==> config.mk <==
export PLATFORM = sky130hd
export DESIGN_NAME = inst_fetch_cache
export DESIGN_NICKNAME = d
export VERILOG_FILES = /design/src/rtl/inst_fetch_cache_pkg.sv /design/src/rtl/icache_data_ram.sv /design/src/rtl/inst_fetch_cache.sv
export SDC_FILE = /design/constraint.sdc
export NUM_CORES = 2
export LEC_CHECK = 0
export CORE_UTILIZATION = 55
export CTS_CLUSTER_DIAMETER = 50
export DETAILED_ROUTE_END_ITERATION = 10
export MAX_ROUTING_LAYER = met4
export PLACE_DENSITY = 0.71
export SLEW_MARGIN = 20
export SYNTH_ARGS = -nofsm -noshare
export SYNTH_HDL_FRONTEND = slang
export SYNTH_SLANG_ARGS = --single-unit
==> constraint.sdc <==
create_clock -name clk -period 10.7 [get_ports clk]
set_clock_uncertainty 0.15 [all_clocks]
set_input_delay 3.21 -clock clk [delete_from_list [all_inputs] [get_ports clk]]
set_output_delay 3.21 -clock clk [all_outputs]
set_load 0.02 [all_outputs]
==> src/rtl/inst_fetch_cache_pkg.sv <==
// Shared definitions for the instruction fetch cache: default geometry,
// controller state codes and the memory-to-CPU byte-lane reversal.
package inst_fetch_cache_pkg;

  localparam int ICACHE_INDEX_BITS = 4;
  localparam int ICACHE_WORD_BITS  = 2;
  localparam int INST_W            = 32;

  typedef enum logic [0:0] {
    ST_LOOKUP = 1'b0,
    ST_REFILL = 1'b1
  } icache_state_t;

  function automatic logic [INST_W-1:0] swap_bytes(input logic [INST_W-1:0] w);
    return {w[7:0], w[15:8], w[23:16], w[31:24]};
  endfunction

endpackage

==> src/rtl/icache_data_ram.sv <==
// Instruction cache data store: one asynchronous read port for the fetch
// path, one synchronous write port for line refill.
module icache_data_ram
  import inst_fetch_cache_pkg::*;
#(
  parameter int ADDR_BITS = 6
) (
  input  logic                 clk,
  input  logic                 i_we,
  input  logic [ADDR_BITS-1:0] i_waddr,
  input  logic [INST_W-1:0]    i_wdata,
  input  logic [ADDR_BITS-1:0] i_raddr,
  output logic [INST_W-1:0]    o_rdata
);

  logic [INST_W-1:0] r_mem [2**ADDR_BITS];

  always_ff @(posedge clk) begin
    if (i_we) begin
      r_mem[i_waddr] <= i_wdata;
    end
  end

  assign o_rdata = r_mem[i_raddr];

endmodule

==> src/rtl/inst_fetch_cache.sv <==
// Direct-mapped read-only instruction cache: same-cycle hits, stalled
// whole-line burst refill over a req/ack bus, optional byte-lane reversal.
module inst_fetch_cache
  import inst_fetch_cache_pkg::*;
#(
  parameter int INDEX_BITS = ICACHE_INDEX_BITS,
  parameter int WORD_BITS  = ICACHE_WORD_BITS,
  parameter int SWAP_BYTES = 1
) (
  input  logic              clk,
  input  logic              rst,
  input  logic              cpu_ce_i,
  input  logic [31:0]       cpu_addr_i,
  output logic [INST_W-1:0] cpu_inst_o,
  output logic              stall_o,
  input  logic              flush_i,
  output logic              mem_req_o,
  output logic [31:0]       mem_addr_o,
  input  logic              mem_ack_i,
  input  logic [INST_W-1:0] mem_data_i,
  output logic              dbg_state_o
);

  localparam int LINES     = 2**INDEX_BITS;
  localparam int TAG_BITS  = 32 - INDEX_BITS - WORD_BITS - 2;
  localparam int LINE_BITS = 32 - WORD_BITS - 2;
  localparam logic [WORD_BITS-1:0] LAST_WORD = '1;

  icache_state_t         r_state;
  icache_state_t         w_state_nxt;
  logic [LINES-1:0]      r_valid;
  logic [TAG_BITS-1:0]   r_tag [LINES];
  logic [LINE_BITS-1:0]  r_line;
  logic [WORD_BITS-1:0]  r_cnt;
  logic                  r_flush_pend;

  logic [WORD_BITS-1:0]  w_offset;
  logic [INDEX_BITS-1:0] w_index;
  logic [TAG_BITS-1:0]   w_tag;
  logic [INDEX_BITS-1:0] w_line_index;
  logic                  w_hit;
  logic                  w_miss;
  logic                  w_ack;
  logic                  w_last;
  logic [INST_W-1:0]     w_rd_data;
  logic [INST_W-1:0]     w_word;
  logic                  w_unused_addr_lsb;

  assign w_offset          = cpu_addr_i[WORD_BITS+1:2];
  assign w_index           = cpu_addr_i[WORD_BITS+INDEX_BITS+1:WORD_BITS+2];
  assign w_tag             = cpu_addr_i[31:WORD_BITS+INDEX_BITS+2];
  assign w_unused_addr_lsb = ^cpu_addr_i[1:0];
  assign w_line_index      = r_line[INDEX_BITS-1:0];

  assign w_hit  = r_valid[w_index] && (r_tag[w_index] == w_tag);
  assign w_miss = (r_state == ST_LOOKUP) && cpu_ce_i && !w_hit;
  // Bus handshake: a word transfers in any cycle where mem_req_o and mem_ack_i
  // are both high; req and addr stay stable until that cycle, and the next
  // word's request follows immediately with no idle cycle.
  assign w_ack  = (r_state == ST_REFILL) && mem_ack_i;
  assign w_last = w_ack && (r_cnt == LAST_WORD);

  assign w_word      = (SWAP_BYTES != 0) ? swap_bytes(w_rd_data) : w_rd_data;
  assign dbg_state_o = r_state;

  icache_data_ram #(
    .ADDR_BITS(INDEX_BITS + WORD_BITS)
  ) u_data_ram (
    .clk     (clk),
    .i_we    (w_ack),
    .i_waddr ({w_line_index, r_cnt}),
    .i_wdata (mem_data_i),
    .i_raddr ({w_index, w_offset}),
    .o_rdata (w_rd_data)
  );

  always_comb begin
    w_state_nxt = r_state;
    stall_o     = 1'b0;
    cpu_inst_o  = '0;
    mem_req_o   = 1'b0;
    mem_addr_o  = '0;
    case (r_state)
      ST_LOOKUP: begin
        if (cpu_ce_i) begin
          if (w_hit) begin
            cpu_inst_o = w_word;
          end else begin
            stall_o     = 1'b1;
            w_state_nxt = ST_REFILL;
          end
        end
      end
      ST_REFILL: begin
        stall_o    = 1'b1;
        mem_req_o  = 1'b1;
        mem_addr_o = {r_line, r_cnt, 2'b00};
        if (w_last) begin
          w_state_nxt = ST_LOOKUP;
        end
      end
      default: w_state_nxt = ST_LOOKUP;
    endcase
  end

  always_ff @(posedge clk) begin
    if (rst) begin
      r_state      <= ST_LOOKUP;
      r_valid      <= '0;
      r_line       <= '0;
      r_cnt        <= '0;
      r_flush_pend <= 1'b0;
    end else begin
      r_state <= w_state_nxt;
      if (w_miss) begin
        r_line <= {w_tag, w_index};
        r_cnt  <= '0;
      end else if (w_ack) begin
        r_cnt <= r_cnt + 1'b1;
      end
      // A flush anywhere in a refill, including on its last ack, leaves the line invalid.
      if (flush_i) begin
        r_valid <= '0;
      end else if (w_last && !r_flush_pend) begin
        r_valid[w_line_index] <= 1'b1;
      end
      if (w_last) begin
        r_flush_pend <= 1'b0;
      end else if (flush_i && (r_state == ST_REFILL)) begin
        r_flush_pend <= 1'b1;
      end
    end
  end

  always_ff @(posedge clk) begin
    if (!rst && w_last) begin
      r_tag[w_line_index] <= r_line[LINE_BITS-1:INDEX_BITS];
    end
  end

endmodule
== Yosys cells after proc, flatten, opt, wreduce, memory -nomap -nowiden ==
Memories as Yosys holds them, arrays and structs flattened.
Cells that the tools add are included.
Word-level totals
  bits in writable memories: 2432
  memories kept: 2
  logic and storage cells: 48
  bits of input ports: 69
  output and inout bits: 67
  bits in registers: 48
Operators by class
  bitwise gates (word level): 2
  order comparisons: 3
  equal/unequal tests: 2
  muxes and demuxes: 18
  reductions and logical operators: 15
  add/sub/neg operators: 1
Memory list
  u_data_ram.r_mem: words 64, bits a word 32, read ports 1, clocked after memory_dff 0, wr ports 1, line icache_data_ram.sv:16  | logic [INST_W-1:0] r_mem [2**ADDR_BITS];
  r_tag: words 16, bits a word 24, read ports 1, clocked after memory_dff 0, wr ports 1, line inst_fetch_cache.sv:32  | logic [TAG_BITS-1:0] r_tag [LINES];
Operators by type and width (count)
  32-bit two-way mux: 4
  24-bit == test: 1
  16-bit OR: 1
  4-bit by 5-bit less-than comparator with 1-bit output, second input constant: 2
  1-bit two-way mux: 10
  1-bit logical AND: 9
  2-bit OR reduction: 3
  1-bit binary-select mux with 4-bit select: 1
  1-bit demux with 4-bit select: 1
  4-bit by 1-bit greater-or-equal comparator with 1-bit output, second input constant: 1
  1-bit one-hot mux with 2 select lines: 2
  1-bit zero test: 3
  2-bit by 1-bit adder with 2-bit output, second input constant: 1
  2-bit == test, second input constant: 1
  1-bit inverter: 1

== Depth between registers and ports, before layout ==
  word-level depth: 6
  gate-level depth with buffers: 16

== Modules after synthesis ==
A second synthesis with hierarchy kept.
Unflattened totals
  cell total of the unflattened synthesis: 4351
  area, all modules: 95781.9 um^2
Modules (own cells, without submodules)
  icache_data_ram: area an instance 77874.7 um^2, instances 1, cells each 3292
  inst_fetch_cache: area an instance 17907.2 um^2, instances 1, cells each 1059

== Worst setup path before layout ==
No wires, ideal clock.
  path kind: input to output
  start point: in cpu_addr_i[6]
  end point: out cpu_inst_o[10]
  arrival: 6208 ps
  required time: 7340 ps
  cell stages on the path: 13
  path slack: 1132 ps
  path through: buf_6 buf_6 buf_6 buf_6 buf_6 mux4_2 mux4_2 xnor2_1 o31ai_1 or2_1 or4_4 buf_12 nor2b_4
On the way
  longest elaborated chain between the ends: 6
RTL lines
  start, declared: line inst_fetch_cache.sv:13  | input logic [31:0] cpu_addr_i,
  memory read 16 x 24 bit / 1-bit binary-select mux with 4-bit select (equally long branches)
  24-bit == test / 1-bit two-way mux (equally long branches): line inst_fetch_cache.sv:55  | assign w_hit = r_valid[w_index] && (r_tag[w_index] == w_tag);
  1-bit logical AND: line inst_fetch_cache.sv:55
  32-bit two-way mux (*): line inst_fetch_cache.sv:86  | if (w_hit) begin
  32-bit two-way mux (*): line inst_fetch_cache.sv:85  | if (cpu_ce_i) begin
  32-bit two-way mux (*): line inst_fetch_cache.sv:83  | case (r_state)
  end, declared: line inst_fetch_cache.sv:14  | output logic [INST_W-1:0] cpu_inst_o,
Mark *: on every way between the ends. The rest lies on a longest branch, timed or not. The select of a mux whose other input is x is not followed.

== Final worst setup path ==
  start point: in cpu_addr_i[4]
  end point: out cpu_inst_o[30]
The elaborated chain is that of the path after synthesis.

==> impl_metrics.yaml <==
critical_path:
  crit_slowest_cell: "or4_2"
  path_common_cell: "buf_12"
  worstSetupPathType: "in2out"
  cp-start-kind: "input pin"
  worstPathRequired_ps: 7340
  worstSetupEndpointType: "primary output"
  cp_data_arrival_time_ps: 7150
  critical_path.max_stage_delay_ps: 720
  critPathMaxFanout: 29
  path_cells: "buf_12, buf_12, mux4_2, mux2i_1, mux2i_1, xnor2_1, nand4_1, or4_2, or4_4, buf_12, nor2b_4, clkdlybuf4s50_1"
power:
  combPwrFrac: 0.049
  power.density_nw_per_um2: 184.5
  ir_drop_mv: 0.1723
  switching_share: 0.2105
  clkPwrFrac: 0.417
  power.net_switching_mw: 4.249
  p_int_mw: 15.93
  leakagePower_nw: 33.99
  seqPwrFrac: 0.533
die:
  num_rows: 152
  die_height_um: 419.7
  core_area_um2: 172500
  start_util: 0.5562
  die_w_um: 419.7
  ioPinCount: 136
  die-area_um2: 176100
route:
  ant_nets: 0
  drt_iter0_markers: 5797
  wl_um: 226000
  dr.pass1.iters: 6
  via_per_inst: 6.558
  dr_total_vias: 45020
  post_drt_wl_per_cell_um: 32.92
  route.detailed.drc: 0
clocking:
  htreeDepth: 4
  clkSlewWorstSetupHoldPaths_ps: 60
  tritoncts: "done"
  clock-sinks: 2480
  clk_latency_ps: 860
  cts_buffers: 239
  postCtsSetupRepairBufs: 0
  cts-root-buf: "clkbuf_16"
  cts_buffer_depth: 3
global_routing:
  grt_max_degree: 86
  overflow: 0
  grt_pass1_vias: 45510
  grtUsageTotal: 0.2689
  antenna_found_initial: 15
  grt_pass1_wl_um: 324100
sta:
  tns_ps: 0
  grt_setup_unrepaired: "false"
  holdWs_ps: 323.8
  setup_viol: 0
  relSlewSlack: 0.2217
  slew_viol_final: 0
  finalHoldViolCount: 0
  period_share: 0.9821
  fmax_ghz: 0.09516
  period_minus_slack_ps: 10510
  worst_slew_pin_slew_ps: 1165
synth:
  ys_dominant_reg_cell: "edfxtp_1"
  synth_edf_count: 2432
  synth_top_area_frac: 0.7612
  synth.area.top_cells: "edfxtp_1 (76%), mux4_2 (18%), dfxtp_1 (1.0%)"
  yosys_warnings: 0
  synth_area_leader_cell: "edfxtp_1"
  avgSynthCellArea_um2: 23.89
  yosysSeqAreaShare: 0.7712
  netlist_area_um2: 95940
  synth-async-reset-ratio: 0
  synth_cells: 4016
  yosysUniqueCellTypes: 57
  ys_ff_latch: 2480
placement:
  gp_congestion: 0.8142
  place_area_um2: 101300
  dpl.hpwl_um: 119000
  portBuffers: 131
flow_run:
  maxCapViolations: 0
layout:
  final_area_um2: 109400
  syn_to_final_growth_pct: 14.03
  drive_gt1_frac: 0.3255
  finalNetCount: 4409
  utilization: 0.6342
status:
  outcome: "complete, no violations"
worst_hold_path:
  hp-class: "reg2reg"
==> worst max-delay path: cells and delay by family <==
kind                      cells  cell delay [ps]
xor gates and xnor gates      1              170
buffers and inverters         4             1270
muxes                         3              820
and+or+nand+nor               4             1580
==> synthesized netlist by cell type, types with 7 or more instances <==
| library cell | n |
|---|---|
| dfxtp_1 | 48 |
| edfxtp_1 | 2432 |
| a41oi_2 | 11 |
| a21oi_1 | 19 |
| buf_4 | 7 |
| mux4_2 | 767 |
| nor2b_1 | 15 |
| nand3_1 | 11 |
| a22oi_1 | 16 |
| and3_1 | 7 |
| a41oi_1 | 17 |
| nor2_1 | 139 |
| nand2_1 | 50 |
| buf_6 | 13 |
| xnor2_1 | 19 |
| nand4_1 | 32 |
| buf_2 | 23 |
| nor2b_4 | 30 |
| mux2i_1 | 40 |
| o311ai_1 | 28 |
| and2_1 | 36 |
| clkbuf_1 | 183 |
==> area by class of cell <==
type / count / area (um2)
Sequential cell: 2480 / 73990
Tap cell: 2310 / 2890
Antenna cell: 5 / 12.51
Multi-Input combinational cell: 1299 / 21480
Clock inverter: 173 / 1744
Timing Repair Buffer: 315 / 3141
Clock buffer: 279 / 6131
Fill cell: 11030 / 63100
Inverter: 4 / 15.01
==> final timing paths <==
check | startpoint | endpoint | slack, ps | cells after the start
hold / removal | r_valid[14] | r_valid[14] | 320 | 2
hold reg to reg | r_valid[14] | r_valid[14] | 320 | 2
setup / recovery | cpu_addr_i[4] | cpu_inst_o[30] | 190 | 12
setup reg to reg | dbg_state_o | u_data_ram.r_mem[14][5] | 6970 | 6
==> per-stage QoR <==
step	setup WS, ps	power [mW]	instances
after floorplan	1132	11.52	4017
after global placement	156.8	11.94	6395
after detailed placement	157.2	11.96	6399
after CTS	134.7	20.27	6851
after global routing	56.77	20.68	6865
final	191.8	20.18	6865
==> placed cells by master, fill, tap and decap left out, types with 5 or more instances in the layout <==
cell type        instances
clkdlybuf4s50_1         86
bufinv_16               28
nor2_1                  59
edfxtp_1              2432
clkinvlp_4               8
nand4_1                 32
mux2i_1                 40
buf_2                   15
a21oi_1                 19
nor2b_1                 14
nor2b_4                 31
clkinv_1                63
buf_4                  166
nor2_4                  80
clkbuf_1                40
diode_2                  5
buf_12                  39
a41oi_1                 17
a41oi_2                 11
clkbuf_16              239
and3_1                   7
inv_6                    9
and2_1                  36
nand2_1                 50
xnor2_1                 19
o311ai_1                28
xor2_1                   6
clkinv_2                47
clkinv_8                 8
nand3_1                  9
a22oi_1                 16
dfxtp_1                 48
mux4_2                 767
==> registers in the layout, indices dropped and copies added, names as in the netlist <==
| register | cells |
|---|---|
| r_cnt | 2 |
| r_flush_pend | 1 |
| r_line | 28 |
| u_data_ram.r_mem | 2048 |
| r_valid | 16 |
| r_tag | 384 |
| dbg_state_o | 1 |
==> kinds of logic after synthesis <==
group / Yosys count / synth area share
adder cells (fa/ha/maj): 1 / 0.0001304
buffers and inverters: 238 / 0.01141
flip-flops: 2480 / 0.7712
XOR/XNOR: 25 / 0.002282
other: 1 / 0.00003909
multiplexers: 814 / 0.1850
AND/OR/NAND/NOR: 344 / 0.01993
AO/OA/AOI/OAI: 113 / 0.009925
==> per-layer routing <==
metal / global-route usage / vias up / wire [um]
li1: - / 17980 / -
met1: 0.3605 / 24270 / 86300
met2: 0.4341 / 2366 / 114600
met3: 0.04361 / 399 / 18970
met4: 0.07349 / 0 / 6121
met5: - / - / 0
==> power groups by stage <==
| stage | Sequential [mW] | Combinational [mW] | Clock [mW] |
|---|---|---|---|
| 4_1_cts | 10.8 | 0.994 | 8.51 |
| 2_1_floorplan | 10.9 | 0.576 | 0 |
| 3_3_place_gp | 11.0 | 0.968 | 0 |
| 3_5_place_dp | 11.0 | 0.987 | 0 |
| 5_1_grt | 10.8 | 1.05 | 8.87 |
| 6_report | 10.8 | 0.995 | 8.42 |
==> what timing repair did <==
item,4_1_cts,5_1_grt
hold buffers,0,0
endpoints found under the setup margin,0,9
gates resized for setup,0,1
(Power assumes the default switching activity.)
